`src/rtl/dvs_packet_parser.sv`:
```
// Byte-stream framer for DVS event packets: HEADER, P0..P4, CK.
// Good packets become one push on the event FIFO interface; bad ones are counted and dropped.
module dvs_packet_parser #(
   parameter logic [7:0] HEADER         = 8'hA5,
   parameter int         X_MAX          = 320,
   parameter int         Y_MAX          = 320,
   parameter int         TIMEOUT_CYCLES = 1024,
   parameter int         CNT_W          = 16
) (
   input  logic             clk,
   input  logic             rst,
   input  logic             in_valid,
   input  logic [7:0]       in_data,
   output logic             in_ready,
   output logic             push_valid,
   output logic [8:0]       push_x,
   output logic [8:0]       push_y,
   output logic             push_polarity,
   output logic [15:0]      push_ts,
   input  logic             push_ready,
   output logic [CNT_W-1:0] pkt_count,
   output logic [CNT_W-1:0] err_count,
   output logic             busy
);
   localparam int TW = (TIMEOUT_CYCLES > 2) ? $clog2(TIMEOUT_CYCLES) : 1;
   localparam logic [9:0] X_LIM = 10'(X_MAX);
   localparam logic [9:0] Y_LIM = 10'(Y_MAX);

   typedef enum logic [1:0] {HUNT, PAYLOAD, CHECK, EMIT} state_t;

   state_t        state_q, state_d;
   logic [2:0]    idx_q;
   logic [7:0]    xor_q;
   logic [34:0]   pay_q;   // reserved bits [39:35] shift out the top
   logic [TW-1:0] tmo_q;

   logic xfer, tmo_hit, range_ok;
   logic load, bad, pushed, tmo_clr, tmo_inc;

   assign in_ready = rst && (state_q != EMIT);
   assign xfer     = in_valid && in_ready;
   assign busy     = (state_q != HUNT);
   assign tmo_hit  = (tmo_q == TW'(TIMEOUT_CYCLES - 1));
   assign range_ok = ({1'b0, pay_q[34:26]} < X_LIM) && ({1'b0, pay_q[25:17]} < Y_LIM);

   always_comb begin
      state_d = state_q;
      load    = 1'b0;
      bad     = 1'b0;
      pushed  = 1'b0;
      tmo_clr = 1'b0;
      tmo_inc = 1'b0;
      case (state_q)
         HUNT: begin
            if (xfer && in_data == HEADER) begin
               state_d = PAYLOAD;
               tmo_clr = 1'b1;
            end
         end
         PAYLOAD: begin
            if (xfer) begin
               tmo_clr = 1'b1;
               if (idx_q == 3'd4) state_d = CHECK;
            end else if (tmo_hit) begin
               state_d = HUNT;
               bad     = 1'b1;
            end else begin
               tmo_inc = 1'b1;
            end
         end
         CHECK: begin
            if (xfer) begin
               tmo_clr = 1'b1;
               if (in_data == xor_q && range_ok) begin
                  state_d = EMIT;
                  load    = 1'b1;
               end else begin
                  state_d = HUNT;
                  bad     = 1'b1;
               end
            end else if (tmo_hit) begin
               state_d = HUNT;
               bad     = 1'b1;
            end else begin
               tmo_inc = 1'b1;
            end
         end
         EMIT: begin
            if (push_ready) begin
               state_d = HUNT;
               pushed  = 1'b1;
            end
         end
         default: state_d = HUNT;
      endcase
   end

   always_ff @(posedge clk) begin
      if (!rst) begin
         state_q       <= HUNT;
         idx_q         <= '0;
         xor_q         <= '0;
         pay_q         <= '0;
         tmo_q         <= '0;
         push_valid    <= 1'b0;
         push_x        <= '0;
         push_y        <= '0;
         push_polarity <= 1'b0;
         push_ts       <= '0;
         pkt_count     <= '0;
         err_count     <= '0;
      end else begin
         state_q <= state_d;
         if (tmo_clr)      tmo_q <= '0;
         else if (tmo_inc) tmo_q <= tmo_q + TW'(1);

         if (state_q == HUNT && xfer) begin
            idx_q <= '0;
            xor_q <= '0;
         end else if (state_q == PAYLOAD && xfer) begin
            idx_q <= idx_q + 3'd1;
            xor_q <= xor_q ^ in_data;
            pay_q <= {pay_q[26:0], in_data};
         end

         if (load) begin
            push_valid    <= 1'b1;
            push_x        <= pay_q[34:26];
            push_y        <= pay_q[25:17];
            push_polarity <= pay_q[16];
            push_ts       <= pay_q[15:0];
         end else if (pushed) begin
            push_valid    <= 1'b0;
         end

         if (pushed && pkt_count != '1) pkt_count <= pkt_count + CNT_W'(1);
         if (bad && err_count != '1)    err_count <= err_count + CNT_W'(1);
      end
   end
endmodule

```
`config.mk`:
```
export PLATFORM = sky130hd
export DESIGN_NAME = dvs_packet_parser
export DESIGN_NICKNAME = d
export VERILOG_FILES = /design/src/rtl/dvs_packet_parser.sv
export SDC_FILE = /design/constraint.sdc
export NUM_CORES = 1
export LEC_CHECK = 0
export BUFFER_PORTS_ARGS = -buffer_cell sky130_fd_sc_hd__buf_2
export CAP_MARGIN = 20
export CORE_MARGIN = 4
export CORE_UTILIZATION = 50
export DETAILED_ROUTE_END_ITERATION = 8
export PLACE_DENSITY = 0.71
export RECOVER_POWER = 50
export SYNTH_ARGS = -nofsm -noshare
export SYNTH_HDL_FRONTEND = slang
export SYNTH_SLANG_ARGS = --single-unit
```
`constraint.sdc`:
```
create_clock -name clk -period 3.1 [get_ports clk]
set_clock_uncertainty 0.05 [all_clocks]
set_input_delay 0.31 -clock clk [delete_from_list [all_inputs] [get_ports clk]]
set_output_delay 0.31 -clock clk [all_outputs]
set_load 0.01 [all_outputs]
```
==> metrics.md, run 1 <==
| Metric | Value |
|---|---|
| Status | `finished, violations left` |
| Failing checks | `capacitance limit, slew limit` |
| Worst r2r src | `state_q[0]` |
| Vias | `4571` |
| Vias in the first global route | `~4200` |
| Final WL | `12.5 mm` |
| CTS buffer count | `17` |
| Post-Syn Area | `5830 sq um` |
| DRT iter0 DRCs | `296` |
| CTS Buffer Depth | `2` |
| Hold Crit Class | `input pin to flip-flop` |
| Tcrit/Tclk final | `81.1%` |
| Nets | `724` |
| Fillers | `about 1000` |
| Hold Path End | `pay_q[5]` |
| Design area | `6720 sq um` |
| Initial antenna violation count | `0` |
| Dpl hpwl | `8.48 mm` |
| Share of the synthesized area in the top cell type | `a little over two fifths` |
| Setup bufs post-CTS | `0` |
| CP max FO | `roughly 90` |
| RD Place Congestion | `0.802` |
| Synth Area per Inst | `9.28 sq um` |
| Die X | `around 120 microns` |
| Grt total ovfl | `0` |
| Post-route ant nets | `0` |
| Core Util, Final | `58.9%` |
| Cell Count, Final, Fillers Out | `roughly 860` |
| Sequential area share after synthesis | `43.3%` |
| CTS Root Cell | `clkbuf_16` |
| Crit path kind | `input pin to flip-flop` |
| #FFs+latches synth | `126` |
| Distinct cells, synth | `58` |
| Post-synth EDFFs | `0` |
| Core area | `11400 sq um` |
| Initial Utilization | `51.1%` |
| Vias per cell | `roughly 5.3` |
| Leak Pwr | `2.25 nW` |
| Row count | `39` |
| Largest net degree at the start of global routing | `93` |
| Final Slew Violations | `93` |
| Syn_nets | `649` |
| PostCTS Resize Cnt | `0` |
| CP endpoint kind | `flip-flop` |
| WP data arrival | `2.79 ns` |
| Synth Instances | `628` |
| Worst VDD drop | `0.355 mV` |
| Area Overhead vs Synth | `15.3%` |
| Clk_lat worst skew | `0.42 ns` |
| Top FF cell, synth | `dfxtp_1` |
| Slew @ Worst Pin | `1.60 ns` |
| Final-report hold violation count | `0` |
| Ant. Diodes | `0` |
| TritonCTS clock tree | `built` |
| Layout cells sized above 1 | `9.36%` |
| Placed cell count | `~830` |
| First-pass GRT wire length | `20.2 mm` |
| Dpl ws | `between 0.7 and 0.8 ns` |
| Hold_sp | `in_data[5]` |
| Synth area leaders | `dfxtp_1 43%, mux2i_1 9.3%, nand2_1 7.5%, a21boi_0 4.8%, nor2b_1 4.0%` |
| Setup slack after layout | `0.584 ns` |
| Drc violations | `0` |
| Avg WL per Cell | `14.5 microns` |
| Worst Path Required | `roughly 3.4 ns` |
| Fmax | `just under 400 MHz` |
| Flop2flop setup slack | `slightly above 0.7 ns` |
| Post-synth ARST share | `0%` |
| Syn. warnings | `0` |
| GR Util All Layers | `roughly a fifth` |
| Worst Reg2Reg Path Length in Cells | `6` |
| Slew HR | `-6.50%` |
| DR pass1 iterations | `4` |
| Die Y | `116 microns` |
| Clk pin slew, worst setup/hold paths | `~0.060 ns` |
| Pwr/cell area | `523 nW/um^2` |
| H-Tree Depth | `4` |
| DP Area | `6300 sq um` |
| Worst r2r dst | `err_count[0]` |
| Clk sink count | `approximately 130` |
| Post-layout min period | `2.52 ns` |
| RSZ-0062 raised after global routing | `false` |
| Setup crit start kind | `input pin` |
| Final-report setup violation count | `0` |
| Worst hold path depth | `3` |
| Total of max-cap violations | `1` |
| Die Area | `13500 sq um` |
| # port buffers | `81` |
| I/O pins | `just over 80` |
| CTS hold repair buffers | `0` |
| Setup_tns | `0 ns` |
| Yosys top cell by area | `dfxtp_1` |
==> cell usage in the layout (no fill, tap or decap), types with 9 or more instances in the layout <==
cell / synthesis / routed
nand4_1: 10 / 10
nor2b_1: 37 / 37
xor2_1: 12 / 12
a21boi_0: 37 / 37
nand2b_1: 20 / 20
buf_2: 5 / 12
and2_1: 15 / 10
a21oi_1: 10 / 10
ha_1: 9 / 9
clkbuf_16: 0 / 17
o21ai_0: 8 / 9
dfxtp_1: 126 / 126
nand3_1: 16 / 16
nand2_1: 117 / 117
nor2_1: 24 / 24
mux2i_1: 54 / 54
inv_1: 9 / 9
clkbuf_1: 19 / 72
xnor2_1: 17 / 17
==> layer usage <==
layer / wire length (microns) / track usage (%) / up-vias
li1: - / - / 2317
met1: 5790 / 24.3 / 2141
met2: 5760 / 29.9 / 87
met3: 609 / 5.74 / 26
met4: 295 / 8.51 / 0
met5: 0 / 0 / -
==> sequential cells by signal (all words and copies together), names as in the netlist, 2 cells and up <==
register	flops
push_x	9
pkt_count	16
push_y	9
err_count	16
xor_q	8
pay_q	35
push_ts	16
idx_q	3
state_q	2
tmo_q	10
==> cells in the mapped netlist (3+ instances only) <==
cell / n
mux2i_1: 54
o211a_1: 3
or4_1: 4
nor4_2: 7
buf_2: 5
ha_1: 9
nand3_1: 16
xnor2_1: 17
clkbuf_1: 19
buf_6: 3
or3_1: 4
nor4_1: 3
and2_1: 15
a21boi_0: 37
nand2_1: 117
o31ai_1: 4
inv_1: 9
nor2b_1: 37
buf_4: 3
a21oi_1: 10
dfxtp_1: 126
nor4b_1: 4
o21ai_0: 8
xor2_1: 12
nor2_1: 24
and3_1: 7
nand4_1: 10
nand2b_1: 20
and4_1: 3
nor3_1: 4
==> metrics by stage <==
step | power (mW) | hold WS [ns]
final | 3.51 | 0.131
after global routing | 3.64 | 0.143
after CTS | 3.56 | 0.112
after detailed placement | 1.77 | 0.408
after global placement | 1.77 | 0.402
after floorplan | 1.74 | 0.393
==> worst max-delay path, cell delays in order <==
cell and delay [ns]:
buf_2 0.11, clkbuf_2 1.17, o21ai_0 0.87, a21oi_1 0.33
==> how the worst max path moves through the flow <==
stage | start | endpoint | slack, ns | depth (start not counted)
finish | rst | tmo_q[6] | 0.58 | 4
global placement | state_q[0] | err_count[0] | 0.83 | 6
global route | rst | tmo_q[6] | 0.33 | 4
CTS | state_q[0] | err_count[1] | 0.77 | 6
detailed placement | state_q[0] | err_count[1] | 0.77 | 6
floorplan | state_q[0] | push_polarity | 1.11 | 8
==> where the power goes <==
part,switching [mW],leakage [nW],internal (mW),total [mW]
Combinational,0.0656,0.971,0.0431,0.109
Clock,0.703,0.262,1.08,1.78
Sequential,0.00267,1.01,1.62,1.63
==> cell families (layout without fill, tap and decap cells) <==
logic type                 count (synthesis)  after routing  synth area share (%)
and+or+nand+nor                          289            289                  27.3
DFF                                      126            126                  43.3
AOI/OAI and AO/OA                         79             79                  10.1
muxes                                     54             54                  9.27
buffers and inverters                     42            130                  3.78
xor gates and xnor gates                  29             29                  4.36
adders and majority gates                  9              9                  1.93
==> area by class of cell <==
| type | instances | area, sq um | area share (%) |
|---|---|---|---|
| clock buffer | 22 | 474 | 7.05 |
| clock inverter | 10 | 65.1 | 0.968 |
| inverter | 9 | 33.8 | 0.503 |
| multi-input combinational | 460 | 3060 | 45.6 |
| sequential | 126 | 2520 | 37.5 |
| tap | 143 | 179 | 2.66 |
| timing repair buffer | 89 | 385 | 5.73 |
No activity file was read; power rests on OpenSTA's default activity.
==> run 2: changes to the inputs <==
--- a/config.mk
+++ b/config.mk
@@ -10,7 +10,7 @@
 export CORE_MARGIN = 4
 export CORE_UTILIZATION = 50
 export DETAILED_ROUTE_END_ITERATION = 8
-export PLACE_DENSITY = 0.71
+export PLACE_DENSITY = 0.74
 export RECOVER_POWER = 50
 export SYNTH_ARGS = -nofsm -noshare
 export SYNTH_HDL_FRONTEND = slang
==> constraint.sdc (replaced) <==
create_clock -name clk -period 2.2 [get_ports clk]
set_clock_uncertainty 0.05 [all_clocks]
set_input_delay 0.22 -clock clk [delete_from_list [all_inputs] [get_ports clk]]
set_output_delay 0.22 -clock clk [all_outputs]
set_load 0.01 [all_outputs]
==> metrics.md, run 2 (synthesized netlist as in run 1, its figures left out) <==
| Metric | Value |
|---|---|
| Final-report setup violation count | `0 (unchanged)` |
| DRT iter0 DRCs | `345 (was 296)` |
| Clk_lat worst skew | `0.42 ns (about the same)` |
| Row count | `39 (unchanged)` |
| Slew HR | `51.7% (was -6.50%)` |
| CP endpoint kind | `flip-flop (unchanged)` |
| DR pass1 iterations | `4 (unchanged)` |
| RD Place Congestion | `0.821 (was 0.802)` |
| TritonCTS clock tree | `built (unchanged)` |
| Clk sink count | `126 (unchanged)` |
| Hold_sp | `in_data[3] (was in_data[5])` |
| Vias in the first global route | `4475 (was 4234)` |
| Grt total ovfl | `0 (unchanged)` |
| Fillers | `1006 (was 1049)` |
| Leak Pwr | `2.45 nW (was 2.25 nW)` |
| Final Slew Violations | `0 (was 93)` |
| Commonest non-fill, non-tap cell in the layout | `dfxtp_1 (unchanged)` |
| Dpl hpwl | `9.00 mm (was 8.48 mm)` |
| Post-route ant nets | `0 (unchanged)` |
| Worst hold path depth | `3 (unchanged)` |
| Fmax | `465 MHz` |
| CP max FO | `9 (was 92)` |
| Cell Count, Final, Fillers Out | `886 (was 859)` |
| Crit path kind | `flip-flop to flip-flop (was input pin to flip-flop)` |
| Drc violations | `0 (unchanged)` |
| GR Util All Layers | `20.1% (was 19.1%)` |
| Setup crit start kind | `flip-flop (was input pin)` |
| Vias per cell | `5.36 (was 5.32)` |
| Tcrit/Tclk final | `97.8%` |
| Commonest cells after routing, fill and taps aside | `126 x dfxtp_1, 117 x nand2_1, 73 x clkbuf_1, 53 x mux2i_1 (was 126 x dfxtp_1, 117 x nand2_1, 72 x clkbuf_1, 54 x mux2i_1)` |
| Worst VDD drop | `0.504 mV (was 0.355 mV)` |
| Flop2flop setup slack | `0.05 ns (was 0.71 ns)` |
| # port buffers | `81 (unchanged)` |
| CTS Buffer Depth | `2 (unchanged)` |
| First-pass GRT wire length | `21.3 mm (was 20.2 mm)` |
| Area occupied by multi-input gates | `3130 sq um (was 3060 sq um)` |
| Largest net degree at the start of global routing | `71 (was 93)` |
| Status | `complete, no violations (was finished, violations left)` |
| Hold Path End | `pay_q[3] (was pay_q[5])` |
| H-Tree Depth | `4 (unchanged)` |
| Setup slack after layout | `0.0480 ns (was 0.584 ns)` |
| Die Y | `116 microns (unchanged)` |
| Vias | `4746 (was 4571)` |
| Final-report hold violation count | `0 (unchanged)` |
| Setup_tns | `0 ns (unchanged)` |
| Placed cell count | `844 (was 827)` |
| Worst r2r src | `state_q[0] (unchanged)` |
| Worst r2r dst | `push_ts[15] (was err_count[0])` |
| Core area | `11400 sq um (unchanged)` |
| I/O pins | `82 (unchanged)` |
| CTS Root Cell | `clkbuf_16 (unchanged)` |
| Design area | `7060 sq um (was 6720 sq um)` |
| Clk pin slew, worst setup/hold paths | `0.06 ns (about the same)` |
| Pwr/cell area | `737 nW/um^2 (was 523 nW/um^2)` |
| Initial Utilization | `51.1% (unchanged)` |
| Die X | `116 microns (unchanged)` |
| Avg WL per Cell | `15.4 microns (was 14.5 microns)` |
| Max reg flops | `35 (unchanged)` |
| WP data arrival | `2.41 ns (was 2.79 ns)` |
| Initial antenna violation count | `0 (unchanged)` |
| Die Area | `13500 sq um (unchanged)` |
| FF/Latch Area | `2520 sq um (unchanged)` |
| DP Area | `6460 sq um (was 6300 sq um)` |
| Nets | `751 (was 724)` |
| Worst Path Required | `2.46 ns (was 3.38 ns)` |
| Dpl ws | `0.0140 ns (was 0.766 ns)` |
| Final WL | `13.7 mm (was 12.5 mm)` |
| Layout cells sized above 1 | `13.5% (was 9.36%)` |
| Worst Reg2Reg Path Length in Cells | `8 (was 6)` |
| Biggest register | `pay_q (unchanged)` |
| Slew @ Worst Pin | `0.720 ns (was 1.60 ns)` |
| Post-layout min period | `2.15 ns` |
| Area Overhead vs Synth | `21.2% (was 15.3%)` |
| Ant. Diodes | `0 (unchanged)` |
| Hold Crit Class | `input pin to flip-flop (unchanged)` |
| Total of max-cap violations | `0 (was 1)` |
| CTS buffer count | `17 (unchanged)` |
| CTS hold repair buffers | `0 (unchanged)` |
[run 2: through the flow]
stage                     util (%)  power [mW]  hold WS, ns
after floorplan                  -        2.45        0.315
after global placement        56.6        2.49        0.406
after detailed placement      56.6        2.49        0.413
after CTS                     61.9        5.25       0.0339
after global routing          61.9        5.38       0.0456
final                         61.9        5.21       0.0515
[run 2: critical path, stage by stage (launching register included)]
cell     delay [ns]
dfxtp_1        0.34
ha_2           0.22
and3b_2        0.29
nand4_4        0.12
nor4_4         0.29
buf_4          0.20
buf_6          0.20
mux2i_1        0.24
nor2b_1        0.08
[run 2: how the worst max path moves through the flow]
stage / depth (start not counted) / end / start / slack [ns]
floorplan: 8 / push_polarity / state_q[0] / 0.21
global placement: 6 / err_count[13] / err_count[7] / 0.11
detailed placement: 7 / err_count[8] / state_q[0] / 0.01
CTS: 7 / push_y[4] / state_q[0] / 0.007
global route: 8 / push_ts[15] / state_q[0] / -0.02
finish: 8 / push_ts[15] / state_q[0] / 0.05
[run 2: layer usage]
layer	up-vias	global-route usage, %	part of all wire, %
met5	-	0	0
met4	0	9.36	2.4
met3	29	5.69	4.4
met2	97	33.7	50
met1	2255	23.7	43
li1	2365	-	-
[run 2: layout make-up]
type,count,share of cell area (%)
clock buffer,23,6.77
timing repair buffer,115,8.66
tap,143,2.53
clock inverter,9,1.56
sequential,126,35.7
inverter,9,0.478
multi-input combinational,461,44.3
[run 2: timing repair]
action                     CTS  global route
hold endpoints to repair     0             0
pin swaps                    0             4
cloned                       0             3
gates resized for setup      1             8
setup endpoints to repair    2            45
setup buffers                1             6
[run 2: power by group]
group	internal, mW	leakage (nW)	switching (mW)
Clock	1.75	0.279	1.01
Sequential	2.29	1.01	0.00408
Combinational	0.0637	1.16	0.0957
Total	4.10	2.45	1.11
